--- src/rtl/rng_arb_pkg.sv ---
// Shared types and defaults for the random-number arbiter and its round-robin picker.
package rng_arb_pkg;

    typedef enum logic [1:0] {
        IDLE   = 2'd0,
        STEP   = 2'd1,
        SAMPLE = 2'd2,
        ACK    = 2'd3
    } arb_state_t;

    localparam int NUM_REQ_DEF = 4;
    localparam int STEPS_DEF   = 7;
    localparam int RND_W_DEF   = 7;

    // Step counter must hold the full STEPS_PER_DRAW load value.
    function automatic int cnt_width(input int steps);
        return $clog2(steps + 1);
    endfunction

endpackage

--- src/rtl/rng_arbiter_rr_pick.sv ---
// Combinational round-robin selector: first set request at or above ptr, wrapping to 0.
module rr_pick #(
    parameter int N     = 4,
    parameter int IDX_W = (N > 1) ? $clog2(N) : 1
) (
    input  logic [N-1:0]     req,
    input  logic [IDX_W-1:0] ptr,
    output logic [IDX_W-1:0] grant,
    output logic             valid
);

    logic [IDX_W-1:0] cand [N];
    logic [N-1:0]     hit;

    // cand[gi] is the requester index gi positions after the pointer.
    generate
        for (genvar gi = 0; gi < N; gi++) begin : g_cand
            logic [IDX_W:0] sum;
            assign sum       = {1'b0, ptr} + (IDX_W+1)'(gi);
            assign cand[gi]  = (sum >= (IDX_W+1)'(N)) ? IDX_W'(sum - (IDX_W+1)'(N))
                                                       : sum[IDX_W-1:0];
            assign hit[gi]   = req[cand[gi]];
        end
    endgenerate

    always_comb begin
        grant = '0;
        valid = 1'b0;
        for (int i = N - 1; i >= 0; i--) begin
            if (hit[i]) begin
                grant = cand[i];
                valid = 1'b1;
            end
        end
    end

endmodule

--- src/rtl/rng_arbiter.sv ---
// Round-robin sharing of one LFSR generator: each draw advances it a fixed number of steps.
module rng_arbiter
    import rng_arb_pkg::*;
#(
    parameter int NUM_REQ        = NUM_REQ_DEF,
    parameter int STEPS_PER_DRAW = STEPS_DEF,
    parameter int RND_W          = RND_W_DEF
) (
    input  logic               clk,
    input  logic               rst_n,
    input  logic [NUM_REQ-1:0] rnd_req,
    output logic [NUM_REQ-1:0] rnd_ack,
    output logic [RND_W-1:0]   rnd_data,
    output logic               rng_trigger,
    input  logic [RND_W-1:0]   rng_value,
    output logic               busy
);

    localparam int IDX_W = (NUM_REQ > 1) ? $clog2(NUM_REQ) : 1;
    localparam int CNT_W = cnt_width(STEPS_PER_DRAW);

    localparam logic [1:0] S_IDLE   = IDLE;
    localparam logic [1:0] S_STEP   = STEP;
    localparam logic [1:0] S_SAMPLE = SAMPLE;
    localparam logic [1:0] S_ACK    = ACK;

    logic [1:0]       state_reg,  state_next;
    logic [IDX_W-1:0] ptr_reg,    ptr_next;
    logic [IDX_W-1:0] winner_reg, winner_next;
    logic [CNT_W-1:0] cnt_reg,    cnt_next;
    logic [RND_W-1:0] data_reg,   data_next;

    logic [IDX_W-1:0] pick_idx;
    logic             pick_valid;

    rr_pick #(
        .N     (NUM_REQ),
        .IDX_W (IDX_W)
    ) u_pick (
        .req   (rnd_req),
        .ptr   (ptr_reg),
        .grant (pick_idx),
        .valid (pick_valid)
    );

    always_comb begin
        state_next  = state_reg;
        ptr_next    = ptr_reg;
        winner_next = winner_reg;
        cnt_next    = cnt_reg;
        data_next   = data_reg;
        case (state_reg)
            S_IDLE: begin
                if (pick_valid) begin
                    winner_next = pick_idx;
                    cnt_next    = CNT_W'(STEPS_PER_DRAW);
                    state_next  = S_STEP;
                end
            end
            S_STEP: begin
                // One trigger per cycle here; leaving on count 1 yields exactly STEPS_PER_DRAW.
                cnt_next = cnt_reg - CNT_W'(1);
                if (cnt_reg <= CNT_W'(1)) begin
                    state_next = S_SAMPLE;
                end
            end
            S_SAMPLE: begin
                data_next  = rng_value;
                ptr_next   = (winner_reg == IDX_W'(NUM_REQ - 1)) ? '0 : winner_reg + IDX_W'(1);
                state_next = S_ACK;
            end
            S_ACK: begin
                state_next = S_IDLE;
            end
            default: begin
                state_next = S_IDLE;
            end
        endcase
    end

    always_ff @(posedge clk or negedge rst_n) begin
        if (!rst_n) begin
            state_reg  <= S_IDLE;
            ptr_reg    <= '0;
            winner_reg <= '0;
            cnt_reg    <= '0;
            data_reg   <= '0;
        end else begin
            state_reg  <= state_next;
            ptr_reg    <= ptr_next;
            winner_reg <= winner_next;
            cnt_reg    <= cnt_next;
            data_reg   <= data_next;
        end
    end

    // Outputs decode from registers only, so reset silences them immediately.
    generate
        for (genvar gi = 0; gi < NUM_REQ; gi++) begin : g_ack
            assign rnd_ack[gi] = (state_reg == S_ACK) && (winner_reg == IDX_W'(gi));
        end
    endgenerate

    assign rng_trigger = (state_reg == S_STEP);
    assign busy        = (state_reg != S_IDLE);
    assign rnd_data    = data_reg;

endmodule

--- config.mk ---
export PLATFORM = sky130hd
export DESIGN_NAME = rng_arbiter
export DESIGN_NICKNAME = d
export VERILOG_FILES = /design/src/rtl/rng_arb_pkg.sv /design/src/rtl/rng_arbiter_rr_pick.sv /design/src/rtl/rng_arbiter.sv
export SDC_FILE = /design/constraint.sdc
export NUM_CORES = 1
export LEC_CHECK = 0
export BUFFER_PORTS_ARGS = -buffer_cell sky130_fd_sc_hd__buf_2
export CORE_MARGIN = 5
export CORE_UTILIZATION = 53
export CTS_BUF_LIST = sky130_fd_sc_hd__clkbuf_4 sky130_fd_sc_hd__clkbuf_8
export DETAILED_ROUTE_END_ITERATION = 8
export PLACE_DENSITY = 0.81
export SLEW_MARGIN = 15
export SYNTH_ARGS = -nofsm -noshare
export SYNTH_HDL_FRONTEND = slang
export SYNTH_SLANG_ARGS = --single-unit
export TNS_END_PERCENT = 20
--- constraint.sdc ---
create_clock -name clk -period 1.75 [get_ports clk]
set_input_delay 0.0875 -clock clk [delete_from_list [all_inputs] [get_ports clk]]
set_output_delay 0.0875 -clock clk [all_outputs]
set_load 0.1 [all_outputs]
==> impl_metrics.tcl, run 1 <==
set metrics [dict create \
    grt_setup_unrepaired "no" \
    largest_reg_flops 7 \
    synth_top_area_frac 0.418 \
    setup_viol 0 \
    slew_violations 0 \
    setup.worst_path.end_class "primary output" \
    hold_violations 0 \
    synth_seq_cells 16 \
    layout_commonest_cell "buf_2" \
    clock.fmax_mhz 617 \
    post-place-ws_ns 0.142 \
    crit_slowest_cell "buf_2" \
    final.period_utilization 0.926 \
    start_kind "flip-flop" \
    cts-buffers-inserted 3 \
    n_antenna_cell 0 \
    critPathTopFamily "buffers and inverters" \
    clkSinkCount 16 \
    core_sq_um 1730 \
    multi_input_area_sq_um 520 \
    seq_area_sq_um 400 \
    status "finished, final reports clean" \
    ios 26 \
    clock_latency_ns 0.28 \
    synth_nets 112 \
    path_class "reg2out" \
    grtUsageTotal 0.162 \
    die_h_microns 52.5 \
    routed_wirelength_microns 1880 \
    syn_to_final_growth_pct 19.6 \
    cp_max_fo 8 \
    syn_inst 88 \
    dp_hpwl_microns 1540 \
    netlist-cell-type-count 25 \
    start_util 0.555 \
    path_clk_slew_ns 0.09 \
    drt_iter0_markers 15 \
    routabilityCongestion 0.947 \
    required_ns 1.66 \
    path_cells "inv_1 > ha_2 > buf_2" \
    drt_pass1_iterations 4 \
    cts-root-buf "clkbuf_4" \
    grt_remaining_overflow 0 \
    die_w_microns 52.5 \
    drc 0 \
    routed-via-count 741 \
    rows 15 \
    period_needed_ns 1.62 \
    fp.dieArea_sq_um 2760 \
    avgSynthCellArea_sq_um 10.9 \
    cap_viol_max_count 0 \
    grt_max_degree 17 \
    slowest_delay_ns 0.45 \
    port_buffers 25 \
    grt_pass1_wl_microns 3340 \
    synth.area.top_cells "dfrtp_1, ha_1, mux2_2" \
    ys.warnings.count 0 \
    skew_ns 0.00592 \
    worst_slew_pin_slew_ns 0.485 \
    final_nets 141 \
    crit_buf_inv 2 \
    wl_per_cell_microns 13.4 \
    synth_area_leader_cell "dfrtp_1" \
    setup_tns_ns 0 \
    drive_gt1_frac 0.374 \
    post_cts_buffers 0 \
    grt_pass1_vias 796 \
    syn_area_sq_um 958 \
    clk_path_buf_depth 2 \
    maxSlewHeadroom 0.672 \
    setup_slack_ns 0.130 \
    hold_class "in2reg" \
    fillerInstances 137 \
    post-route-util 0.664 \
    antenna_found_initial 0 \
    most-common-layout-cells "buf_2, dfrtp_1, inv_1, mux2_2, ha_1" \
    cts_tree "built" \
    drt-vias-per-instance 5.29 \
    ant_nets 0 \
    htreeDepth 1 \
    ys_seq_area_frac 0.418 \
    critPathArrivalTime_ns 1.53 \
]
==> metrics by stage <==
| stage | hold slack (ns) | cells | cell area, sq um |
|---|---|---|---|
| floorplan | -0.208 | 88 | 961 |
| global placement | 0.0117 | 136 | 1110 |
| detailed placement | 0.0100 | 136 | 1110 |
| CTS | 0.0242 | 140 | 1140 |
| global route | 0.0311 | 140 | 1150 |
| finish | 0.0373 | 140 | 1150 |
==> kinds of logic after synthesis <==
| group | after synthesis | share of synthesized area |
|---|---|---|
| multiplexers | 12 | 0.142 |
| AND/OR/NAND/NOR | 24 | 0.144 |
| AO/OA/AOI/OAI | 14 | 0.108 |
| adder cells (fa/ha/maj) | 11 | 0.144 |
| buffers and inverters | 11 | 0.0444 |
| flip-flops | 16 | 0.418 |
==> routing by layer <==
metal  vias up  track usage  share of wire  wire (microns)
met1       357        0.181           0.39             739
met2        23        0.300           0.54            1020
met3         4       0.0228          0.053              99
met4         0       0.0723          0.011              21
met5         -            0              0               0
li1        357            -              -               -
==> worst register-to-register path, delay by kind of cell, from the launching register on <==
kind	cells	cell delay [ns]
adders and majority gates	1	0.30
DFF	1	0.41
buffers and inverters	1	0.13
AOI/OAI and AO/OA	2	0.59
==> cell usage after synthesis <==
library cell / n
nor4_4: 1
mux2i_1: 2
a211oi_1: 1
o31ai_1: 1
buf_2: 1
or2_2: 1
and2_1: 4
nor3b_1: 1
inv_1: 9
a21oi_1: 6
a311oi_1: 2
a21o_1: 1
clkbuf_1: 1
nand3_1: 1
ha_1: 11
nor2_1: 6
mux2_2: 9
nand2_1: 5
a32oi_2: 1
or3_1: 1
o41ai_1: 2
nor2b_1: 1
nand2b_1: 3
dfrtp_1: 16
mux2_4: 1
==> worst paths after layout <==
path	from	to	slack, ns	cells after the start
min in group asynchronous	rst_n	rnd_data[5]	0.24	2
setup reg to reg	state_reg[0]	winner_reg[0]	0.20	4
setup / recovery	state_reg[1]	rng_trigger	0.13	3
hold reg to reg	rnd_data[1]	rnd_data[1]	0.51	1
hold / removal	rng_value[1]	rnd_data[1]	0.04	2
max in group asynchronous	rst_n	ptr_reg[0]	1.25	2
==> final cells by class <==
type	count	share of cell area
clock buffers	3	0.0197
flip-flops and latches	16	0.349
multi-input cells	61	0.454
inverters	9	0.0295
repair buffers	26	0.120
well taps	25	0.0273
==> what timing repair did <==
item,CTS,global route
resized for setup,0,2
hold endpoints to repair,16,0
hold buffers,1,0
endpoints found under the setup margin,0,2
Power of run 1 is left out: the tool's default activity adds up to more than one toggle a clock period on the data nets, which glitch-free logic cannot reach.
==> run 2, diff against run 1 <==
--- a/config.mk
+++ b/config.mk
@@ -10,6 +10,7 @@
 export CORE_UTILIZATION = 53
 export CTS_BUF_LIST = sky130_fd_sc_hd__clkbuf_4 sky130_fd_sc_hd__clkbuf_8
 export DETAILED_ROUTE_END_ITERATION = 8
+export GPL_TIMING_DRIVEN = 0
 export PLACE_DENSITY = 0.81
 export SLEW_MARGIN = 15
 export SYNTH_ARGS = -nofsm -noshare
==> run 2 against run 1 <==
Clock skew down 0.0017 ns. Maximum frequency down 1.0%. Highest routed layer is now met3. Critical endpoint is now busy. Sequential share of layout area down 0.60 points.
==> impl_metrics.tcl, run 2 (synthesis results as in run 1) <==
set metrics [dict create \
    status "finished, final reports clean" \
    clock.fmax_mhz 611 \
    drive_gt1_frac 0.373 \
    rows 15 \
    cp_max_fo 9 \
    maxSlewHeadroom 0.658 \
    fp.dieArea_sq_um 2760 \
    port_buffers 25 \
    drt_pass1_iterations 4 \
    cts-root-buf "clkbuf_4" \
    antenna_found_initial 0 \
    path_cells "inv_1 > ha_1 > buf_2 > inv_1 > clkbuf_4" \
    grt_remaining_overflow 0 \
    grtUsageTotal 0.143 \
    final.period_utilization 0.935 \
    layout_commonest_cell "buf_2" \
    grt_pass1_wl_microns 3000 \
    ant_nets 0 \
    routabilityCongestion 0.794 \
    clk_path_buf_depth 2 \
    post-place-ws_ns 0.133 \
    dp.cells 138 \
    n_antenna_cell 0 \
    grt_setup_unrepaired "no" \
    period_needed_ns 1.64 \
    critPathArrivalTime_ns 1.55 \
    cap_viol_max_count 0 \
    path_clk_slew_ns 0.09 \
    clock_latency_ns 0.28 \
    hold_class "in2reg" \
    skew_ns 0.00426 \
    setup_tns_ns 0 \
    slowest_delay_ns 0.39 \
    ios 26 \
    setup_viol 0 \
    routed-via-count 741 \
    die_w_microns 52.5 \
    fillerInstances 141 \
    setup_slack_ns 0.113 \
    worst_slew_pin_slew_ns 0.512 \
    largest_reg_flops 7 \
    setup.worst_path.end_class "primary output" \
    start_kind "flip-flop" \
    syn_to_final_growth_pct 21.7 \
    drt_iter0_markers 14 \
    most-common-layout-cells "buf_2, dfrtp_1, ha_1" \
    grt_max_degree 17 \
    clkSinkCount 16 \
    wl_per_cell_microns 12.3 \
    drc 0 \
    slew_violations 0 \
    drt-vias-per-instance 5.18 \
    grt_pass1_vias 703 \
    start_util 0.555 \
    layout.cells.non_filler 143 \
    die_h_microns 52.5 \
    hold_violations 0 \
    cts-buffers-inserted 3 \
    crit_slowest_cell "dfrtp_1" \
    crit_top_cell "inv_1" \
    cts_tree "built" \
    core_sq_um 1730 \
    routed_wirelength_microns 1770 \
    multi_input_area_sq_um 518 \
    required_ns 1.66 \
    path_class "reg2out" \
    htreeDepth 1 \
    final_nets 143 \
    seq_area_sq_um 400 \
    dp_hpwl_microns 1410 \
]
## run 2: timing repair
action / CTS / global route
hold endpoints to repair: 16 / 0
setup endpoints to repair: 0 / 2
buffers inserted: 0 / 0
hold buffers: 1 / 0
gates resized for setup: 0 / 2
## run 2: worst paths after layout
check | startpoint | to | cells after the start | slack (ns)
max | state_reg[0] | busy | 5 | 0.11
min | rng_value[1] | rnd_data[1] | 2 | 0.03
max reg2reg | state_reg[0] | ptr_reg[0] | 4 | 0.12
min reg2reg | rnd_data[4] | rnd_data[4] | 1 | 0.52
max in group asynchronous | rst_n | ptr_reg[0] | 2 | 1.25
min in group asynchronous | rst_n | rnd_data[1] | 2 | 0.24
## run 2: area by class of cell
class                           instances  share of cell area
Sequential cell                        16               0.343
Buffer                                  2             0.00751
Timing Repair Buffer                   26               0.118
Clock buffer                            4              0.0311
Multi-Input combinational cell         61               0.444
Tap cell                               25              0.0268
Inverter                                9              0.0290
## run 2: per-layer routing
metal | track usage | wire length, microns | vias to the layer above
met3 | 0.0228 | 102 | 0
met4 | 0.0511 | 0 | 0
met2 | 0.240 | 872 | 27
met1 | 0.184 | 790 | 351
met5 | 0 | 0 | -
li1 | - | - | 363
## run 2: per-stage QoR
step / utilization / cell area [sq um] / hold WS [ns]
2_1_floorplan: - / 961 / -0.208
3_3_place_gp: 0.647 / 1120 / 0.0132
3_5_place_dp: 0.647 / 1120 / 0.0225
4_1_cts: 0.674 / 1160 / 0.0203
5_1_grt: 0.675 / 1170 / 0.0206
6_report: 0.675 / 1170 / 0.0256
## run 2: worst max-delay path, delay by kind of cell, from the launching register on
| family | cells | cell delay [ns] |
|---|---|---|
| DFF | 1 | 0.39 |
| buffers and inverters | 4 | 0.67 |
| adders and majority gates | 1 | 0.20 |
Power of run 2 is left out for the same reason.
==> run 3, diff against run 2 <==
--- a/config.mk
+++ b/config.mk
@@ -11,7 +11,7 @@
 export CTS_BUF_LIST = sky130_fd_sc_hd__clkbuf_4 sky130_fd_sc_hd__clkbuf_8
 export DETAILED_ROUTE_END_ITERATION = 8
 export GPL_TIMING_DRIVEN = 0
-export PLACE_DENSITY = 0.81
+export PLACE_DENSITY_LB_ADDON = 0.12
 export SLEW_MARGIN = 15
 export SYNTH_ARGS = -nofsm -noshare
 export SYNTH_HDL_FRONTEND = slang
==> run 3 against run 2 <==
Flip-flop and latch count unchanged. Final cell count unchanged. Maximum frequency down 0.29%. Count of clock-buffer cells in the layout unchanged. Clock skew down 0.0030 ns. Global-route usage up 2.2 points. Worst hold slack better by 0.0020 ns. Highest routed layer is now met4.
==> impl_metrics.tcl, run 3 (synthesis results as in run 1) <==
set metrics [dict create \
    slowest_delay_ns 0.45 \
    wl_per_cell_microns 12.7 \
    highest_layer "met4" \
    grt_pass1_vias 791 \
    critPathArrivalTime_ns 1.55 \
    antenna_found_initial 0 \
    dp_hpwl_microns 1420 \
    most-common-layout-cells "buf_2, dfrtp_1, ha_1" \
    grt_pass1_wl_microns 3310 \
    final.period_utilization 0.938 \
    path_cells "inv_1 > ha_2 > buf_2" \
    period_needed_ns 1.64 \
    required_ns 1.66 \
    routabilityCongestion 0.750 \
    final_area_sq_um 1170 \
    start_kind "flip-flop" \
    cp_max_fo 8 \
    die_w_microns 52.5 \
    met3_length_microns 96 \
    clkSinkCount 16 \
    drive_gt1_frac 0.373 \
    final_nets 143 \
    post_cts_buffers 0 \
    largest_reg_flops 7 \
    cts-root-buf "clkbuf_4" \
    rows 15 \
    grt_max_degree 17 \
    path_class "reg2out" \
    cts_tree "built" \
    clk_path_buf_depth 2 \
    cap_viol_max_count 0 \
    setup_tns_ns 0 \
    clock.fmax_mhz 609 \
    htreeDepth 1 \
    die_h_microns 52.5 \
    status "finished, final reports clean" \
    core_sq_um 1730 \
    fp.dieArea_sq_um 2760 \
    n_antenna_cell 0 \
    ant_nets 0 \
    maxSlewHeadroom 0.631 \
    grtUsageTotal 0.165 \
    routed-via-count 747 \
    crit_slowest_cell "buf_2" \
    cts-buffers-inserted 3 \
    fillerInstances 146 \
    holdWs_ns 0.0276 \
    postPlaceCellArea_sq_um 1120 \
    setup.worst_path.end_class "primary output" \
    start_util 0.555 \
    clock_latency_ns 0.28 \
    skew_ns 0.00130 \
    grt_remaining_overflow 0 \
    layout_commonest_cell "buf_2" \
    routed_wirelength_microns 1810 \
    grt_setup_unrepaired "no" \
    drt_iter0_markers 7 \
    drt_pass1_iterations 2 \
    drc 0 \
    route.met2.wl_microns 900 \
    hold_violations 0 \
    wl_met1_microns 797 \
    syn_to_final_growth_pct 21.7 \
    path_clk_slew_ns 0.09 \
    port_buffers 25 \
    setup_viol 0 \
    drt-vias-per-instance 5.22 \
    worst_slew_pin_slew_ns 0.546 \
    ios 26 \
    slew_violations 0 \
    hold_class "in2reg" \
]
run 3: routing by layer:
| metal | global-route usage | vias up |
|---|---|---|
| li1 | - | 364 |
| met1 | 0.186 | 361 |
| met2 | 0.289 | 20 |
| met3 | 0.0399 | 2 |
| met4 | 0.0766 | 0 |
| met5 | 0 | - |
run 3: path summary, 6_finish.rpt:
path,startpoint,end,slack [ns],depth (start not counted)
min in group asynchronous,rst_n,state_reg[0],0.25,2
worst min-delay path,rng_value[4],rnd_data[4],0.03,2
worst max register to register,state_reg[0],rnd_data[5],0.12,4
worst max-delay path,state_reg[1],rng_trigger,0.11,3
worst min register to register,rnd_data[1],rnd_data[1],0.51,1
max in group asynchronous,rst_n,cnt_reg[1],1.25,2
run 3: critical path, delay by kind of cell (launching register included):
kind,cells,cell delay (ns)
flops,1,0.42
fa+ha+maj,1,0.27
buf+inv,2,0.57
run 3: area by class of cell:
type	instances	area (sq um)	area share
plain buffers	2	8.76	0.00751
clock buffers	4	36.3	0.0311
inverters	9	33.8	0.0290
multi-input cells	61	518	0.444
flip-flops and latches	16	400	0.343
well taps	25	31.3	0.0268
repair buffers	26	138	0.118
run 3: per-stage QoR:
step	setup WS, ns	util	instances
finish	0.109	0.675	143
global route	0.0238	0.675	143
CTS	0.104	0.675	143
detailed placement	0.132	0.647	138
global placement	0.143	0.647	138
floorplan	0.00587	-	88
run 3: repair_timing:
item	CTS	global route
endpoints found under the hold margin	16	0
setup endpoints to repair	1	0
resized for setup	1	0
hold buffers	1	0
Power of run 3 is left out for the same reason.
